**src/rtl/axi_rt_cfg_loader_pkg.sv**
```systemverilog
// Shared types and constants for the RT unit configuration loader.
// Holds the FSM encoding, the error codes and the index-width helper.
package axi_rt_cfg_loader_pkg;

    typedef enum logic [2:0] {
        IDLE,
        WRITE,
        READ,
        DONE,
        ERR
    } state_e;

    typedef enum logic [1:0] {
        ERR_NONE     = 2'd0,
        ERR_BUS      = 2'd1,
        ERR_MISMATCH = 2'd2,
        ERR_TIMEOUT  = 2'd3
    } err_e;

    localparam logic [3:0] CfgStrbFull = 4'hF;

    // Width needed to index num_idx entries; never narrower than one bit.
    function automatic int unsigned idx_width(input int unsigned num_idx);
        return (num_idx > 32'd1) ? unsigned'($clog2(num_idx)) : 32'd1;
    endfunction

endpackage

```
**src/rtl/axi_rt_cfg_loader.sv**
```systemverilog
// Register-bus master that walks an (address, data) table into the RT unit
// config space, with optional readback compare and sticky done/error status.
module axi_rt_cfg_loader
    import axi_rt_cfg_loader_pkg::*;
#(
    parameter int unsigned NumEntries    = 16,
    parameter int unsigned AddrWidth     = 32,
    parameter int unsigned TimeoutCycles = 256,
    parameter int unsigned IdxWidth      = idx_width(NumEntries),
    parameter int unsigned CntWidth      = $clog2(NumEntries + 1)
) (
    input  logic                         clk_i,
    input  logic                         rst_ni,
    input  logic                         start_i,
    input  logic                         verify_i,
    input  logic [CntWidth-1:0]          num_entries_i,
    input  logic [NumEntries*AddrWidth-1:0] tbl_addr_i,
    input  logic [NumEntries*32-1:0]     tbl_data_i,
    output logic [AddrWidth-1:0]         cfg_addr_o,
    output logic [31:0]                  cfg_wdata_o,
    output logic [3:0]                   cfg_wstrb_o,
    output logic                         cfg_write_o,
    output logic                         cfg_valid_o,
    input  logic [31:0]                  cfg_rdata_i,
    input  logic                         cfg_error_i,
    input  logic                         cfg_ready_i,
    output logic                         busy_o,
    output logic                         done_o,
    output logic                         error_o,
    output logic [1:0]                   err_code_o,
    output logic [IdxWidth-1:0]          err_idx_o
);

    localparam int unsigned TmoWidth = (TimeoutCycles > 1) ? $clog2(TimeoutCycles) : 1;

    typedef struct packed {
        logic [AddrWidth-1:0] addr;
        logic                 write;
        logic [31:0]          wdata;
        logic [3:0]           wstrb;
        logic                 valid;
    } reg_req_t;

    typedef struct packed {
        logic [31:0] rdata;
        logic        error;
        logic        ready;
    } reg_rsp_t;

    state_e                state_q;
    logic [IdxWidth-1:0]   idx_q;
    logic [CntWidth-1:0]   n_q;
    logic                  verify_q;
    logic                  done_q;
    logic                  error_q;
    err_e                  err_code_q;
    logic [IdxWidth-1:0]   err_idx_q;
    logic [TmoWidth-1:0]   tmo_cnt_q;

    reg_req_t              req;
    reg_rsp_t              rsp;
    logic                  busy;
    logic                  hs;
    logic                  last;
    logic                  tmo_hit;
    logic                  tmo_clr;
    logic [CntWidth-1:0]   n_sat;

    logic [AddrWidth-1:0]  addr_tbl [NumEntries];
    logic [31:0]           data_tbl [NumEntries];

    for (genvar k = 0; k < NumEntries; k++) begin : g_tbl
        assign addr_tbl[k] = tbl_addr_i[k*AddrWidth +: AddrWidth];
        assign data_tbl[k] = tbl_data_i[k*32 +: 32];
    end

    assign busy    = (state_q == WRITE) || (state_q == READ);
    assign rsp     = '{rdata: cfg_rdata_i, error: cfg_error_i, ready: cfg_ready_i};
    assign hs      = req.valid && rsp.ready;
    assign last    = (CntWidth'(idx_q) == (n_q - CntWidth'(1)));
    assign n_sat   = (num_entries_i > CntWidth'(NumEntries)) ? CntWidth'(NumEntries)
                                                              : num_entries_i;
    assign tmo_hit = req.valid && !rsp.ready
                     && (tmo_cnt_q == TmoWidth'(TimeoutCycles - 1));
    // Every handshake starts a new request, so it restarts the wait budget too.
    assign tmo_clr = !busy || hs;

    always_comb begin
        req = '0;
        if (busy) begin
            req.addr  = addr_tbl[idx_q];
            req.wdata = data_tbl[idx_q];
            req.wstrb = CfgStrbFull;
            req.write = (state_q == WRITE);
            req.valid = 1'b1;
        end
    end

    // Saturating wait counter; it is held at its limit because the FSM
    // leaves the request state on the same edge the limit is reached.
    always_ff @(posedge clk_i or negedge rst_ni) begin
        if (!rst_ni) begin
            tmo_cnt_q <= '0;
        end else if (tmo_clr) begin
            tmo_cnt_q <= '0;
        end else if (req.valid && !rsp.ready
                     && (tmo_cnt_q != TmoWidth'(TimeoutCycles - 1))) begin
            tmo_cnt_q <= tmo_cnt_q + TmoWidth'(1);
        end
    end

    always_ff @(posedge clk_i or negedge rst_ni) begin
        if (!rst_ni) begin
            state_q    <= IDLE;
            idx_q      <= '0;
            n_q        <= '0;
            verify_q   <= 1'b0;
            done_q     <= 1'b0;
            error_q    <= 1'b0;
            err_code_q <= ERR_NONE;
            err_idx_q  <= '0;
        end else begin
            unique case (state_q)
                IDLE: begin
                    if (start_i) begin
                        done_q     <= 1'b0;
                        error_q    <= 1'b0;
                        err_code_q <= ERR_NONE;
                        err_idx_q  <= '0;
                        n_q        <= n_sat;
                        verify_q   <= verify_i;
                        idx_q      <= '0;
                        if (n_sat == '0) begin
                            state_q <= DONE;
                            done_q  <= 1'b1;
                        end else begin
                            state_q <= WRITE;
                        end
                    end
                end
                WRITE: begin
                    if (hs) begin
                        if (rsp.error) begin
                            state_q    <= ERR;
                            error_q    <= 1'b1;
                            err_code_q <= ERR_BUS;
                            err_idx_q  <= idx_q;
                        end else if (verify_q) begin
                            state_q <= READ;
                        end else if (last) begin
                            state_q <= DONE;
                            done_q  <= 1'b1;
                        end else begin
                            idx_q <= idx_q + IdxWidth'(1);
                        end
                    end else if (tmo_hit) begin
                        state_q    <= ERR;
                        error_q    <= 1'b1;
                        err_code_q <= ERR_TIMEOUT;
                        err_idx_q  <= idx_q;
                    end
                end
                READ: begin
                    if (hs) begin
                        if (rsp.error) begin
                            state_q    <= ERR;
                            error_q    <= 1'b1;
                            err_code_q <= ERR_BUS;
                            err_idx_q  <= idx_q;
                        end else if (rsp.rdata != req.wdata) begin
                            state_q    <= ERR;
                            error_q    <= 1'b1;
                            err_code_q <= ERR_MISMATCH;
                            err_idx_q  <= idx_q;
                        end else if (last) begin
                            state_q <= DONE;
                            done_q  <= 1'b1;
                        end else begin
                            idx_q   <= idx_q + IdxWidth'(1);
                            state_q <= WRITE;
                        end
                    end else if (tmo_hit) begin
                        state_q    <= ERR;
                        error_q    <= 1'b1;
                        err_code_q <= ERR_TIMEOUT;
                        err_idx_q  <= idx_q;
                    end
                end
                DONE:    state_q <= IDLE;
                ERR:     state_q <= IDLE;
                default: state_q <= IDLE;
            endcase
        end
    end

    assign cfg_addr_o  = req.addr;
    assign cfg_wdata_o = req.wdata;
    assign cfg_wstrb_o = req.wstrb;
    assign cfg_write_o = req.write;
    assign cfg_valid_o = req.valid;
    assign busy_o      = busy;
    assign done_o      = done_q;
    assign error_o     = error_q;
    assign err_code_o  = err_code_q;
    assign err_idx_o   = err_idx_q;

endmodule

```
**config.mk**
```make
export PLATFORM = sky130hd
export DESIGN_NAME = axi_rt_cfg_loader
export DESIGN_NICKNAME = d
export VERILOG_FILES = /design/src/rtl/axi_rt_cfg_loader_pkg.sv /design/src/rtl/axi_rt_cfg_loader.sv
export SDC_FILE = /design/constraint.sdc
export NUM_CORES = 1
export LEC_CHECK = 0
export CELL_PAD_IN_SITES_DETAIL_PLACEMENT = 1
export CELL_PAD_IN_SITES_GLOBAL_PLACEMENT = 2
export CORE_AREA = 8 8 446 448
export CTS_CLUSTER_DIAMETER = 120
export DETAILED_ROUTE_END_ITERATION = 8
export DIE_AREA = 0 0 454 456
export PLACE_DENSITY = 0.4
export REMOVE_ABC_BUFFERS = 1
export SLEW_MARGIN = 0
export SYNTH_ARGS = -nofsm -noshare
export SYNTH_HDL_FRONTEND = slang
export SYNTH_SLANG_ARGS = --single-unit
```
**constraint.sdc**
```tcl
create_clock -name clk_i -period 3.65 [get_ports clk_i]
set_input_delay 0.73 -clock clk_i [delete_from_list [all_inputs] [get_ports clk_i]]
set_output_delay 0.73 -clock clk_i [all_outputs]
set_load 0.1 [all_outputs]
```
-- Word level (Yosys, flattened, before mapping)
Index checks and enable logic that the tools add are counted.
Widths: inputs -> output; s select.
- register bits: 29
- bits of input ports: 1067
- output and inout port bits: 79
- logic and storage cells: 111
- add/sub/neg operators: 3
- magnitude comparators: 2
- equality and inequality tests: 16
- muxes and demuxes: 64
- bitwise logic cells: 1
- reductions and logical operators: 16
- operators with widths (kind ; number):
    $bmux 32 s4 ; 2
    $mux 32 ; 4
    $mux 70 ; 1
    $mux 4 ; 14
    $ne 32x32->1 ; 1
    $mux 3 ; 9
    $pmux 4 s3 ; 2
    $mux 2 ; 9
    $mux 1 ; 16
    $mux 8 ; 2
    $ne 2x2->1 const B ; 7
    $pmux 3 s3 ; 1
    $add 8x1->8 const B ; 1
    $eq 8x8->1 const B ; 1
    $ne 8x8->1 const B ; 1
    $reduce_and 8->1 ; 1
    $pmux 1 s3 ; 2
    $pmux 2 s3 ; 1
    $eq 4x5->1 ; 1
    $ge 5x5->1 const B ; 1
    $gt 5x5->1 const B ; 1
    $logic_not 5->1 ; 1
    $mux 5 ; 1
    $ne 5x5->1 const B ; 1
    other kinds (15) ; 21

-- Longest topological paths before layout
- word-level depth: 10
- depth in mapped cells: 14
- gate-level depth less buffers: 11

-- Worst setup path after synthesis
No wires, ideal clock.
- path type: flip-flop to flip-flop
- from: register idx_q[1]
- to: register state_q[1]
- setup time: 111 ps
- arrival time: 5348 ps
- required time: 3539 ps
- setup slack: -1809 ps
- cell stages (with the launch flop): 13
- path buffers: 2
- period minus slack after synthesis: 5459 ps
- path through: dfrtp_1 -> buf_2 -> inv_1 -> clkbuf_1 -> nor2_1 -> o32ai_1 -> xor2_1 -> nor4_1 -> nand3_1 -> nor4_4 -> nand2_1 -> or4_1 -> a222oi_1
- cells in the longest elaborated chain, start to end: 10
- elaborated cells between the ends (all ways): 14
- classes of those cells: eq/ne: 3; mux: 9; bitwise: 1; reduce/logical: 1
- RTL lines (what ; RTL line ; text):
    start, declared ; axi_rt_cfg_loader.sv:51 ; logic [IdxWidth-1:0] idx_q;
    start signal, assigned ; axi_rt_cfg_loader.sv:154 ; idx_q <= idx_q + IdxWidth'(1);
    start signal, assigned ; axi_rt_cfg_loader.sv:179 ; idx_q <= idx_q + IdxWidth'(1);
    $not 4->5 (not written as such) ; axi_rt_cfg_loader.sv:92 ; req.wdata = data_tbl[idx_q];
    $bmux 32 s4 ; axi_rt_cfg_loader.sv:92 ;
    $mux 32 (not written as such) (2 in a row) ; axi_rt_cfg_loader.sv:92 ;
    $mux 70 ; axi_rt_cfg_loader.sv:90 ; if (busy) begin
    named net cfg_wdata_o[3] ; axi_rt_cfg_loader.sv:20 ; output logic [31:0] cfg_wdata_o,
    $ne 32x32->1 ; axi_rt_cfg_loader.sv:170 ; end else if (rsp.rdata != req.wdata) begin
    $mux 3 ; axi_rt_cfg_loader.sv:170 ;
    $mux 3 ; axi_rt_cfg_loader.sv:165 ; if (rsp.error) begin
    $mux 3 ; axi_rt_cfg_loader.sv:164 ; if (hs) begin
    $pmux 3 s3 ; axi_rt_cfg_loader.sv:123 ; unique case (state_q)
    end signal, assigned ; axi_rt_cfg_loader.sv:166 ; state_q <= ERR;
    end signal, assigned ; axi_rt_cfg_loader.sv:171 ; state_q <= ERR;
    end signal, assigned ; axi_rt_cfg_loader.sv:176 ; state_q <= DONE;
    end, declared ; axi_rt_cfg_loader.sv:50 ; state_e state_q;
The timed path passes the listed nets, and every way through them passes these cells. The select of a mux whose other input is x is not followed.
A chain may end at the register's enable or synchronous reset.

-- Final worst setup path
- from: register idx_q[0]
- to: register err_idx_q[3], in the netlist err_idx_o[3]
- cells in the longest elaborated chain, start to end: 8
- RTL lines (what ; RTL line ; text):
    $not 4->5 (not written as such) ; axi_rt_cfg_loader.sv:92 ;
    $bmux 32 s4 ; axi_rt_cfg_loader.sv:92 ;
    $mux 32 (not written as such) (2 in a row) ; axi_rt_cfg_loader.sv:92 ;
    $mux 70 ; axi_rt_cfg_loader.sv:90 ;
    $ne 32x32->1 ; axi_rt_cfg_loader.sv:170 ;
    $ne 4x3->1 (no line) ; -- ;
    $reduce_and 4->1 (no line) ; -- ;
    end signal, assigned ; axi_rt_cfg_loader.sv:169 ; err_idx_q <= idx_q;
    end signal, assigned ; axi_rt_cfg_loader.sv:174 ; err_idx_q <= idx_q;
    end signal, assigned ; axi_rt_cfg_loader.sv:186 ; err_idx_q <= idx_q;
    end, declared ; axi_rt_cfg_loader.sv:57 ; logic [IdxWidth-1:0] err_idx_q;
No other way between the ends. The select of a mux whose other input is x is not followed.

==> impl_metrics.py <==
metrics = {
    "outcome": {
        "status": "finished with violations",
        "failed_checks": "negative setup slack",
    },
    "synthesis": {
        "yosysTopAreaCell": "mux4_2",
        "synth_top_family_by_area": "multiplexers",
        "synth_ff_type": "dfrtp_1",
        "synthSimpleGateAreaFrac": 0.09922,
        "yosysTopAreaCellShare": 0.5011,
        "synth_fa_ha_area_frac": 0.003679,
        "ys_types": 52,
        "synth-xor-area-share": 0.03691,
        "synthTopCellsByArea": "mux4_2 50%, mux2i_1 15%, dfrtp_1 7.1%",
        "synth-edff-count": 0,
        "synth.avg_cell_area_um2": 11.58,
        "synth_compound_area_frac": 0.08119,
        "async_reset_ff_frac": 1.000,
        "yosys_warnings": 0,
        "ys_seq_elements": 29,
        "synthCells": 881,
        "synthMuxAreaShare": 0.6566,
        "syn_area_mm2": 0.01020,
        "seq_area_frac_synth": 0.07113,
    },
    "worst_setup_path": {
        "r2r_slack_ns": -0.28,
        "end_kind": "flip-flop",
        "reg2regPathDepth": 18,
        "cp_max_fo": 5,
        "crit_type": "flip-flop to flip-flop",
        "crit_arrival_ns": 4.09,
        "worstPathRequired_ns": 3.81,
        "crit_path_start_kind": "flip-flop",
        "r2r-end": "err_idx_o[3]",
        "r2r-start": "idx_q[0]",
    },
    "detailed_routing": {
        "drc": 0,
        "vias": 14950,
        "drt_iter0_markers": 708,
        "vias_per_cell": 3.123,
        "final_antenna_net_count": 0,
        "finalWirelength_mm": 150.0,
        "drt_pass1_iterations": 5,
        "post_drt_wl_per_cell_um": 31.33,
    },
    "hold_path": {
        "min_from": "done_o",
        "holdPathEnd": "done_o",
        "hold_path.class": "flip-flop to flip-flop",
        "min_delay_path_depth": 2,
    },
    "global_routing": {
        "grt_pass1_vias": 16710,
        "track_usage": 0.1365,
        "grt_max_degree": 28,
        "grt-ovfl-total": 0,
        "antenna_found_initial": 112,
        "grt_pass1_wl_mm": 187.2,
    },
    "timing": {
        "setup_violations": 34,
        "drv_slew": 0,
        "setup_tns_ns": -5.726,
        "relSlewSlack": 0.3230,
        "hold_viol_final": 0,
        "fin_crit_sh": 1.076,
        "finClkSkew_ns": 0.005813,
        "holdWs_ns": 0.5157,
        "period_minus_slack_ns": 3.926,
        "rsz0062_at_grt": "true",
        "setup_ws_ns": -0.2760,
        "max_freq_mhz": 254.7,
        "worst_slew_pin_slew_ns": 1.012,
    },
    "job": {
        "maxCapViolCount": 0,
    },
    "die": {
        "die_area_mm2": 0.2070,
        "row_count": 161,
        "core_mm2": 0.1916,
        "io_pins": 1146,
        "dieHeight_um": 456,
        "dieWidth_um": 454,
        "start_util": 0.05326,
    },
    "clocking": {
        "clock-sinks": 29,
        "clockBufferDepth": 2,
        "numCtsBuffers": 5,
        "insertion_delay_ns": 0.27,
        "cts_tree": "done",
        "cts.htree.levels": 2,
        "clk_pin_slew_ns": 0.05,
        "clockRootBuffer": "clkbuf_16",
    },
    "final_layout": {
        "fin_area_mm2": 0.02924,
        "layout_common_cells": "1,062 x clkdlybuf4s50_1, 227 x mux4_2, 195 x buf_4",
        "drive_above_1_share": 0.3258,
        "syn_to_final_growth_pct": 186.6,
        "fin_nets": 3294,
        "final_common_cell": "clkdlybuf4s50_1",
    },
    "placement": {
        "place_congestion": 0.8548,
        "numPortBuffers": 1145,
        "placed_cell_area_mm2": 0.02692,
        "dp_hpwl_mm": 133.2,
    },
    "power_and_ir_drop": {
        "leakagePower_nw": 10.02,
        "power_density_mw_per_mm2": 710.8,
        "irDropWorstVdd_mv": 0.3292,
    },
}
## area by class of cell
| cell class | instances | area, um2 |
|---|---|---|
| fillers | 22030 | 162300 |
| repair buffers | 1439 | 15490 |
| multi-input cells | 736 | 9549 |
| well taps | 2526 | 3161 |
| flip-flops and latches | 29 | 737.0 |
| clock buffers | 7 | 152.6 |
| diodes | 36 | 90.09 |
| inverters | 13 | 53.80 |
| clock inverters | 1 | 5.005 |
## routing by layer
layer / global-route usage / part of all wire / vias up
li1: - / - / 6451
met1: 0.1455 / 0.36 / 7504
met2: 0.2565 / 0.54 / 773
met3: 0.04163 / 0.074 / 172
met4: 0.03966 / 0.027 / 48
met5: 0 / 0.0020 / -
## how the worst max path moves through the flow
stage	startpoint	end	slack, ns	depth (start not counted)
after floorplan	idx_q[0]	state_q[1]	-11.96	10
after global placement	tbl_data_i[227]	state_q[1]	-1.20	13
after detailed placement	tbl_data_i[310]	state_q[1]	-1.09	12
after CTS	idx_q[0]	err_idx_o[3]	-0.36	17
after global routing	idx_q[0]	state_q[1]	-0.45	16
final	idx_q[0]	err_idx_o[3]	-0.28	18
## sequential cells by signal, indices dropped and copies added (netlist names)
signal and flops:
verify_q 1, done_o 1, idx_q 4, error_o 1, err_code_o 2, state_q 3
tmo_cnt_q 8, n_q 5, err_idx_o 4
## synth_stat cells (3+ instances only)
cell type    n
a22oi_1     60
dfrtp_1     29
o21ai_0     11
clkbuf_1    41
or3_1        4
a211oi_1     3
ha_1         3
buf_2       26
inv_1       13
a31oi_1      7
a221oi_1     4
nor2b_1      6
buf_4        8
o22ai_1     12
nor3_1       8
nand3_1     40
a21oi_1      4
xor2_1      17
and2_1      37
nand2_1     33
and3_1       6
mux4_2     227
mux2_2       4
nor2_1      25
nand2b_1     8
o211ai_1     3
xnor2_1     26
nand4_1      6
buf_1       23
buf_6        3
mux2i_1    154
nor4_1       4
## stage by stage
stage | total power, mW | util | std cells | setup slack (ns)
2_1_floorplan | 9.749 | - | 778 | -11.96
3_3_place_gp | 18.48 | 0.1405 | 4654 | -1.196
3_5_place_dp | 18.45 | 0.1405 | 4654 | -1.090
4_1_cts | 20.79 | 0.1493 | 4723 | -0.3624
5_1_grt | 21.81 | 0.1525 | 4775 | -0.4518
6_report | 20.79 | 0.1526 | 4787 | -0.2760
## report_power, final
| part | internal [mW] | leakage [nW] | switching [mW] |
|---|---|---|---|
| Combinational | 9.00 | 9.56 | 10.8 |
| Sequential | 0.426 | 0.379 | 0.106 |
| Clock | 0.289 | 0.0801 | 0.150 |
| Total | 9.72 | 10.0 | 11.1 |
## critical path, cell delays in order (launching register included)
cell and delay [ns]:
dfrtp_4 0.52, buf_12 0.17, buf_16 0.15, buf_16 0.15, nor2b_4 0.12, buf_6 0.13
a22oi_2 0.17, nand3_2 0.12, nand2_4 0.10, xnor2_2 0.11, buf_4 0.15, nand4_1 0.25
buf_4 0.25, nor4b_4 0.39, buf_4 0.23, buf_6 0.09, nand4_1 0.16, o211ai_1 0.17
mux2_2 0.36
## what timing repair did
item | CTS | global route
hold buffers | 0 | 0
setup endpoints to repair | 49 | 41
gates resized for setup | 159 | 75
setup buffers | 45 | 35
pin swaps | 28 | 17
gates cloned | 18 | 3
## kinds of logic after synthesis
kind of cell,after synthesis
buf+inv,116
flops,29
xor+xnor,43
fa+ha+maj,3
simple gates,189
mux,385
compound gates,116
Note: power is estimated with default switching activity, not from simulation.
